==> config.mk <==
export PLATFORM = sky130hd
export DESIGN_NAME = fano_metric_arbiter
export DESIGN_NICKNAME = d
export VERILOG_FILES = /design/src/rtl/fano_metric_arbiter.sv
export SDC_FILE = /design/constraint.sdc
export NUM_CORES = 1
export LEC_CHECK = 0
export CORE_MARGIN = 2
export CORE_UTILIZATION = 35
export DETAILED_ROUTE_END_ITERATION = 12
export HOLD_SLACK_MARGIN = 0.12
export PLACE_DENSITY = 0.72
export SLEW_MARGIN = 10
export SYNTH_ARGS = -nofsm -noshare
export SYNTH_HDL_FRONTEND = slang
export SYNTH_SLANG_ARGS = --single-unit
==> constraint.sdc <==
create_clock -name clk -period 12.6 [get_ports clk]
set_clock_uncertainty 0.15 [all_clocks]
set_input_delay 3.15 -clock clk [delete_from_list [all_inputs] [get_ports clk]]
set_output_delay 3.15 -clock clk [all_outputs]
set_load 0.02 [all_outputs]
==> src/rtl/fano_metric_arbiter.sv <==
// fano_metric_arbiter
// Shares one fixed-latency branch-metric unit between N_REQ Fano decoder lanes.
// A round-robin grant picks at most one lane per cycle. The grant is issued to
// the unit on a registered strobe. The requester ID rides a tag pipeline so that
// the returned metric can be steered back to the lane that asked for it.
//
// Handshake: a lane holds req_valid and req_addr stable until it sees req_ready.
// A transfer happens in any cycle where req_valid & req_ready are both high for
// that lane. req_ready is combinational, one-hot, and never depends on the
// lane's own ready. A lane may drop req_valid before it is granted; the request
// is then simply never issued. Responses have no backpressure: a lane must
// accept rsp_valid whenever it appears.
module fano_metric_arbiter #(
  parameter int N_REQ  = 4,
  parameter int ADDR_W = 8,
  parameter int DATA_W = 16,
  parameter int LAT    = 2
) (
  input  logic                    clk,
  input  logic                    rst_n,
  input  logic [N_REQ-1:0]        req_valid,
  input  logic [N_REQ*ADDR_W-1:0] req_addr,
  output logic [N_REQ-1:0]        req_ready,
  input  logic [N_REQ-1:0]        cfg_mask,
  input  logic                    flush,
  output logic                    unit_valid,
  output logic [ADDR_W-1:0]       unit_addr,
  input  logic [DATA_W-1:0]       unit_data,
  output logic [N_REQ-1:0]        rsp_valid,
  output logic [DATA_W-1:0]       rsp_data,
  output logic                    busy
);

  // Lane ID width; a single lane still gets a 1-bit ID.
  localparam int ID_W = (N_REQ > 1) ? $clog2(N_REQ) : 1;
  // Lane count at ID_W+1 bits, used for the modulo wrap of pointer sums.
  localparam logic [ID_W:0] N_REQ_W = (ID_W+1)'(N_REQ);

  // Round-robin pointer: the lane searched first in the next cycle.
  logic [ID_W-1:0]   ptr_q, ptr_d;

  // Shared-unit issue registers.
  logic              unit_valid_q, unit_valid_d;
  logic [ADDR_W-1:0] unit_addr_q, unit_addr_d;

  // Tag pipeline. Stage 0 lines up with unit_valid. Stage LAT lines up with the
  // cycle in which unit_data carries the result for that tag.
  logic [LAT:0]      tag_v_q, tag_v_d;
  logic [ID_W-1:0]   tag_id_q [LAT+1];
  logic [ID_W-1:0]   tag_id_d [LAT+1];

  // Response registers.
  logic [N_REQ-1:0]  rsp_valid_q, rsp_valid_d;
  logic [DATA_W-1:0] rsp_data_q, rsp_data_d;
  logic              busy_q, busy_d;

  // Grant datapath.
  logic [N_REQ-1:0]   elig;
  logic [2*N_REQ-1:0] elig_dbl;
  logic [N_REQ-1:0]   elig_rot;
  logic               hit;
  logic [ID_W-1:0]    off;
  logic [ID_W:0]      gnt_sum;
  logic [ID_W-1:0]    grant_idx;
  logic               grant_vld;
  logic [ID_W:0]      ptr_inc;
  logic [ADDR_W-1:0]  sel_addr;
  logic               rsp_fire;

  // Masked lanes are invisible to the arbiter in the same cycle.
  assign elig     = req_valid & cfg_mask;
  assign elig_dbl = {elig, elig};
  // Rotate so that bit 0 is the lane at ptr; the lowest set bit wins.
  assign elig_rot = N_REQ'(elig_dbl >> ptr_q);

  // Find the first eligible lane at or after ptr, modulo N_REQ.
  always_comb begin
    hit     = 1'b0;
    off     = '0;
    for (int j = N_REQ - 1; j >= 0; j--) begin
      if (elig_rot[j]) begin
        hit = 1'b1;
        off = ID_W'(j);
      end
    end
    gnt_sum = {1'b0, ptr_q} + {1'b0, off};
    if (gnt_sum >= N_REQ_W) begin
      gnt_sum = gnt_sum - N_REQ_W;
    end
    grant_idx = gnt_sum[ID_W-1:0];
    // Reset and flush both close the door on new requests.
    grant_vld = hit & rst_n & ~flush;
  end

  // One-hot ready to the granted lane, plus that lane's address.
  always_comb begin
    req_ready = '0;
    sel_addr  = '0;
    for (int i = 0; i < N_REQ; i++) begin
      if (grant_idx == ID_W'(i)) begin
        req_ready[i] = grant_vld;
        sel_addr     = req_addr[i*ADDR_W +: ADDR_W];
      end
    end
  end

  // Advance the pointer past the granted lane; hold it when nothing is granted.
  always_comb begin
    ptr_inc = {1'b0, grant_idx} + 1'b1;
    if (ptr_inc == N_REQ_W) begin
      ptr_inc = '0;
    end
    ptr_d = grant_vld ? ptr_inc[ID_W-1:0] : ptr_q;
  end

  // Issue stage and tag shift register; flush empties every stage at once.
  always_comb begin
    unit_valid_d = grant_vld;
    unit_addr_d  = grant_vld ? sel_addr : unit_addr_q;
    tag_v_d[0]   = grant_vld;
    tag_id_d[0]  = grant_idx;
    for (int s = 1; s <= LAT; s++) begin
      tag_v_d[s]  = tag_v_q[s-1];
      tag_id_d[s] = tag_id_q[s-1];
    end
    if (flush) begin
      tag_v_d = '0;
    end
  end

  // Route the returning metric to its lane unless a flush kills it this cycle.
  always_comb begin
    rsp_fire    = tag_v_q[LAT] & ~flush;
    rsp_valid_d = '0;
    for (int i = 0; i < N_REQ; i++) begin
      if (tag_id_q[LAT] == ID_W'(i)) begin
        rsp_valid_d[i] = rsp_fire;
      end
    end
    rsp_data_d = rsp_fire ? unit_data : rsp_data_q;
    // busy reflects the pipeline contents being loaded at this edge.
    busy_d     = unit_valid_d | (|tag_v_d);
  end

  // State registers with synchronous active-low reset; reset drops everything in flight.
  always_ff @(posedge clk) begin
    if (!rst_n) begin
      ptr_q        <= '0;
      unit_valid_q <= 1'b0;
      unit_addr_q  <= '0;
      tag_v_q      <= '0;
      for (int s = 0; s <= LAT; s++) begin
        tag_id_q[s] <= '0;
      end
      rsp_valid_q  <= '0;
      rsp_data_q   <= '0;
      busy_q       <= 1'b0;
    end else begin
      ptr_q        <= ptr_d;
      unit_valid_q <= unit_valid_d;
      unit_addr_q  <= unit_addr_d;
      tag_v_q      <= tag_v_d;
      for (int s = 0; s <= LAT; s++) begin
        tag_id_q[s] <= tag_id_d[s];
      end
      rsp_valid_q  <= rsp_valid_d;
      rsp_data_q   <= rsp_data_d;
      busy_q       <= busy_d;
    end
  end

  assign unit_valid = unit_valid_q;
  assign unit_addr  = unit_addr_q;
  assign rsp_valid  = rsp_valid_q;
  assign rsp_data   = rsp_data_q;
  assign busy       = busy_q;

endmodule

==> results of run 1 <==
power by group:
group,leakage [nW],internal [W],switching [W]
Combinational,0.691,0.0000511,0.0000461
Sequential,0.334,0.000137,0.00000415
Clock,0.0687,0.0000797,0.0000458
Total,1.09,0.000268,0.0000960
worst max-delay path by stage:
| stage | endpoint | slack (ps) |
|---|---|---|
| after global routing | req_ready[2] | 2630 |
| after CTS | req_ready[3] | 2840 |
| after floorplan | req_ready[3] | 3900 |
| final | req_ready[3] | 2840 |
| after global placement | req_ready[3] | 2910 |
| after detailed placement | req_ready[3] | 2870 |
cell families after synthesis:
group / Yosys count / share of synthesized area, %
simple gates: 83 / 21.1
compound gates: 61 / 23.5
flops: 41 / 44.7
buf+inv: 26 / 6.21
fa+ha+maj: 5 / 3.41
mux: 2 / 1.09
worst max-delay path, cell delays in order:
cell and delay, ps:
clkdlybuf4s50_1 540, a22oi_2 140, a21bo_2 210, o22ai_1 60, a211o_1 240, ha_1 220
or3_1 430, nand4_1 140, ha_1 520, and2_1 210, clkdlybuf4s50_1 600
final cells by class:
cell class,count,area share [%]
Multi-Input combinational cell,151,30.9
Sequential cell,41,28.1
Inverter,11,1.42
Timing Repair Buffer,93,31.8
Clock buffer,5,2.36
Tap cell,70,3.00
Clock inverter,3,2.36
per-layer routing:
| layer | GRT usage (%) | part of all wire [%] | up-vias |
|---|---|---|---|
| met5 | 0 | 0 | - |
| met1 | 18.1 | 41 | 797 |
| li1 | - | - | 931 |
| met3 | 8.29 | 11 | 4 |
| met2 | 25.6 | 47 | 59 |
| met4 | 3.82 | 0.68 | 0 |
metrics by stage:
step           cells  worst slack (ps)  utilization, %  hold WS [ps]
3_3_place_gp     366              2910            54.7           269
6_report         374              2840            57.5           283
4_1_cts          374              2840            57.4           288
3_5_place_dp     366              2870            54.7           272
5_1_grt          374              2630            57.5           312
2_1_floorplan    218              3900               -           262
registers in the layout, indices dropped and copies added, names as in the netlist:
register    flops
rsp_data       16
unit_addr       8
tag_id_q        6
rsp_valid       4
tag_v_q         3
ptr_q           2
busy            1
unit_valid      1
layout by cell type (no fill, tap or decap), drive strengths merged, types with 2 or more instances in the layout:
master and n:
ha 5, mux2i 2, clkdlybuf4s50 92, inv 12, clkbuf 5, or3 2
nand2 47, and2 10, nand4 3, bufinv 2, a211oi 2, a31oi 8
nor3 2, a221oi 7, nor2b 4, nand3 6, dfxtp 41, a21oi 25
a211o 9, nor2 5, a311oi 2, o21ai 2
==> metrics.txt, run 1 <==
max-cap viol count=0; core area=0.00507 mm^2; Max IR drop VDD=0.0894 mV; Worst Setup SP=cfg_mask[2]; Least-Margin Pin Slew=697 ps; Fin Setup TNS=0 ps; area of the multi-input gates=902 um^2; post-synth top area share=44.7%; status=finished, final reports clean; syn_nets=282; fmax=102 MHz; Layout area overhead=59.1%; fin nets=367; Pwr Total=0.000364 W; Seq cells post-synth=41; Boundary Pins=93; filler instances=495; R2R setup slack=9140 ps; highest net fanout along the worst path=17; sequential fraction of the synthesis area=44.7%; Vias/cell=4.79; Post-Syn Instances=218; yosys warns=0; post-synthesis instance area=0.00183 mm^2; Yosys top cell by area=dfxtp_1; dominant cell by count in the synthesized netlist=nand2_1; Yosys cell types=37; gr ovfl total=0; Crit path arrival time=6460 ps; Most used DFF post-synth=dfxtp_1; die height=76.4 um; Hold EP=tag_id_q[0][4]; die footprint=0.00584 mm^2; Iter 0 DRT Violations=26; CTS Buf Count=5; min Tclk post-route=9760 ps; gr usage total=15.7%; R2R depth=11; final instance area=0.00292 mm^2; Total Routed Length=4.54 mm; Slew Viols, Final=0; EDFF count, synth=0; wire per inst=12.1 um; Hold Path Origin=tag_id_q[0][2]; Worst setup EP type=output pin; H-tree depth=2; placed inst area=0.00278 mm^2; initial antenna violation count=0; unrepaired setup endpoints after global routing=no; final worst path period share=77.4%; hold_buf cts=0; Setup CP Type=input pin to output pin; Reg clk slew, reported paths=80 ps; CTS Buffer Depth=2; CP Launch Type=input pin; Initial Util=36.1%; TritonCTS clock tree=done; Async S/R FF share, synth=0%; area occupied by registers=821 um^2; DRT Pass-1 Iters=4; Final Setup Violations=0; reg2reg start=ptr_q[0]; Pwr Density=125 mW/mm^2; dpl hpwl=3.39 mm; port buffer count=92; standard-cell row count=26; largest net degree at the start of global routing=27; vias in the first global route=1683; top post-synthesis cells by count=47 x nand2_1, 41 x dfxtp_1, 25 x a21oi_1; via count=1791; HP Class=flip-flop to flip-flop; Max-slew headroom=53.3%; die width=76.4 um; worst path required time=9300 ps; Clock Tree Root=clkbuf_8; first-pass GRT wire length=7.45 mm; # clock sinks=41; share of layout cells above drive strength 1=4.61%; CTS resizes=0; Lkg Pwr=1.09 nW; Worst-Skew Late Latency=290 ps; routability congestion estimate=0.772; Detail Route Antenna Nets=0; hold path cells=1; Final Hold Fails=0; antenna fix cells=0; syn_area_per_cell=8.41 um^2; Setup Fix Bufs, Post-CTS=0; top cells by area, synth=dfxtp_1 45%, nand2_1 9.6%, a21oi_1 6.8%; drc violations=0; capturing point of the worst reg2reg path=unit_addr[5]
(Power assumes the default switching activity.)
==> run 2: changes to the inputs <==
==> constraint.sdc (replaced) <==
create_clock -name clk -period 9.3 [get_ports clk]
set_clock_uncertainty 0.15 [all_clocks]
set_input_delay 2.325 -clock clk [delete_from_list [all_inputs] [get_ports clk]]
set_output_delay 2.325 -clock clk [all_outputs]
set_load 0.02 [all_outputs]
==> metrics.txt, run 2 (same netlist as run 1, synthesis figures left out) <==
status=finished, final reports clean; Layout area overhead=58.3%; max FFs per register=16; min Tclk post-route=8080 ps; CTS Buf Count=5; filler instances=487; antenna fix cells=0; Iter 0 DRT Violations=42; PnR worst setup slack=1220 ps; Max IR drop VDD=0.127 mV; largest net degree at the start of global routing=27; fin nets=368; drc violations=0; vias in the first global route=1725; worst path required time=6830 ps; Worst-Skew Late Latency=280 ps; port buffer count=92; standard-cell row count=26; Fin Setup TNS=0 ps; Total Routed Length=4.76 mm; dpl hpwl=3.55 mm; unrepaired setup endpoints after global routing=no; highest-count cells in the layout ignoring fill and taps=92 x clkdlybuf4s50_1, 47 x nand2_1, 41 x dfxtp_1; CTS resizes=0; first-pass GRT wire length=7.67 mm; highest net fanout along the worst path=17; Worst setup EP type=output pin; Least-Margin Pin Slew=688 ps; die footprint=0.00584 mm^2; Pwr Density=162 mW/mm^2; Initial Util=36.1%; Setup CP Type=input pin to output pin; Hold Path Origin=tag_id_q[0][1]; die height=76.4 um; die width=76.4 um; commonest non-fill, non-tap cell in the layout=clkdlybuf4s50_1; Final Hold Fails=0; Worst Setup SP=req_valid[2]; fmax=124 MHz; routability congestion estimate=0.767; # clock sinks=41; Detail Route Antenna Nets=0; Max-slew headroom=53.9%; Lkg Pwr=1.09 nW; final worst path period share=86.9%; gr ovfl total=0; max-cap viol count=0; core area=0.00507 mm^2; Crit path arrival time=5600 ps; Clock Tree Root=clkbuf_8; initial antenna violation count=0; share of layout cells above drive strength 1=4.59%; Boundary Pins=93; pre-CTS setup slack=1240 ps; TritonCTS clock tree=done; Reg clk slew, reported paths=70 ps; gr usage total=16.0%; via count=1833; Final Setup Violations=0; H-tree depth=2; hold_buf cts=0; wire per inst=12.7 um; CP Launch Type=input pin; Slew Viols, Final=0; CTS Buffer Depth=2; DRT Pass-1 Iters=4; Vias/cell=4.89; reg2reg start=ptr_q[0]; HP Class=flip-flop to flip-flop; Setup Fix Bufs, Post-CTS=0
run 2: cell types whose count changed in the layout (fill, tap and decap cells not counted):
cell	change
clkbuf_8	+1
inv_6	-1
bufinv_16	-1
buf_4	+1
clkbuf_1	+1
run 2: final timing paths:
kind | end | slack (ps) | depth (start not counted)
setup / recovery | req_ready[2] | 1220 | 11
hold / removal | tag_id_q[0][3] | 290 | 1
setup reg to reg | unit_addr[3] | 5760 | 11
hold reg to reg | tag_id_q[0][3] | 290 | 1
run 2: where the power goes:
group | internal (W) | leakage, nW | switching, W
sequential | 0.000186 | 0.334 | 0.00000597
combinational | 0.0000698 | 0.696 | 0.0000639
clock | 0.0000875 | 0.0585 | 0.0000563
total | 0.000343 | 1.09 | 0.000126
run 2: final cells by class:
class                      instances  area, um^2  area share, %
multi-input combinational        151         902           31.1
sequential                        41         821           28.3
inverter                          11        41.3           1.42
timing repair buffer              94         936           32.2
tap                               70        87.6           3.02
clock inverter                     1        30.0           1.03
clock buffer                       7        86.3           2.97
run 2: critical path, cell delays in order:
cell             delay [ps]
clkdlybuf4s50_1         540
a22oi_2                 140
a21bo_2                 210
o22ai_1                  70
a211o_1                 240
ha_1                    220
or3_1                   420
nand4_1                 140
ha_1                    520
and2_1                  200
clkdlybuf4s50_1         600
run 2: routing by layer:
| metal | track usage [%] | share of wire [%] | vias up |
|---|---|---|---|
| li1 | - | - | 931 |
| met5 | 0 | 0 | - |
| met4 | 2.18 | 0.27 | 0 |
| met2 | 27.3 | 47 | 64 |
| met3 | 8.18 | 10 | 2 |
| met1 | 18.5 | 42 | 836 |
run 2: metrics by stage:
step	area [um^2]	std cells	util [%]	total power (W)	hold WS, ps
finish	2900	375	57.2	0.000469	286
global route	2900	375	57.2	0.000494	303
CTS	2900	375	57.2	0.000474	291
detailed placement	2790	367	54.9	0.000330	272
global placement	2790	367	54.9	0.000328	271
floorplan	1830	218	-	0.000274	262
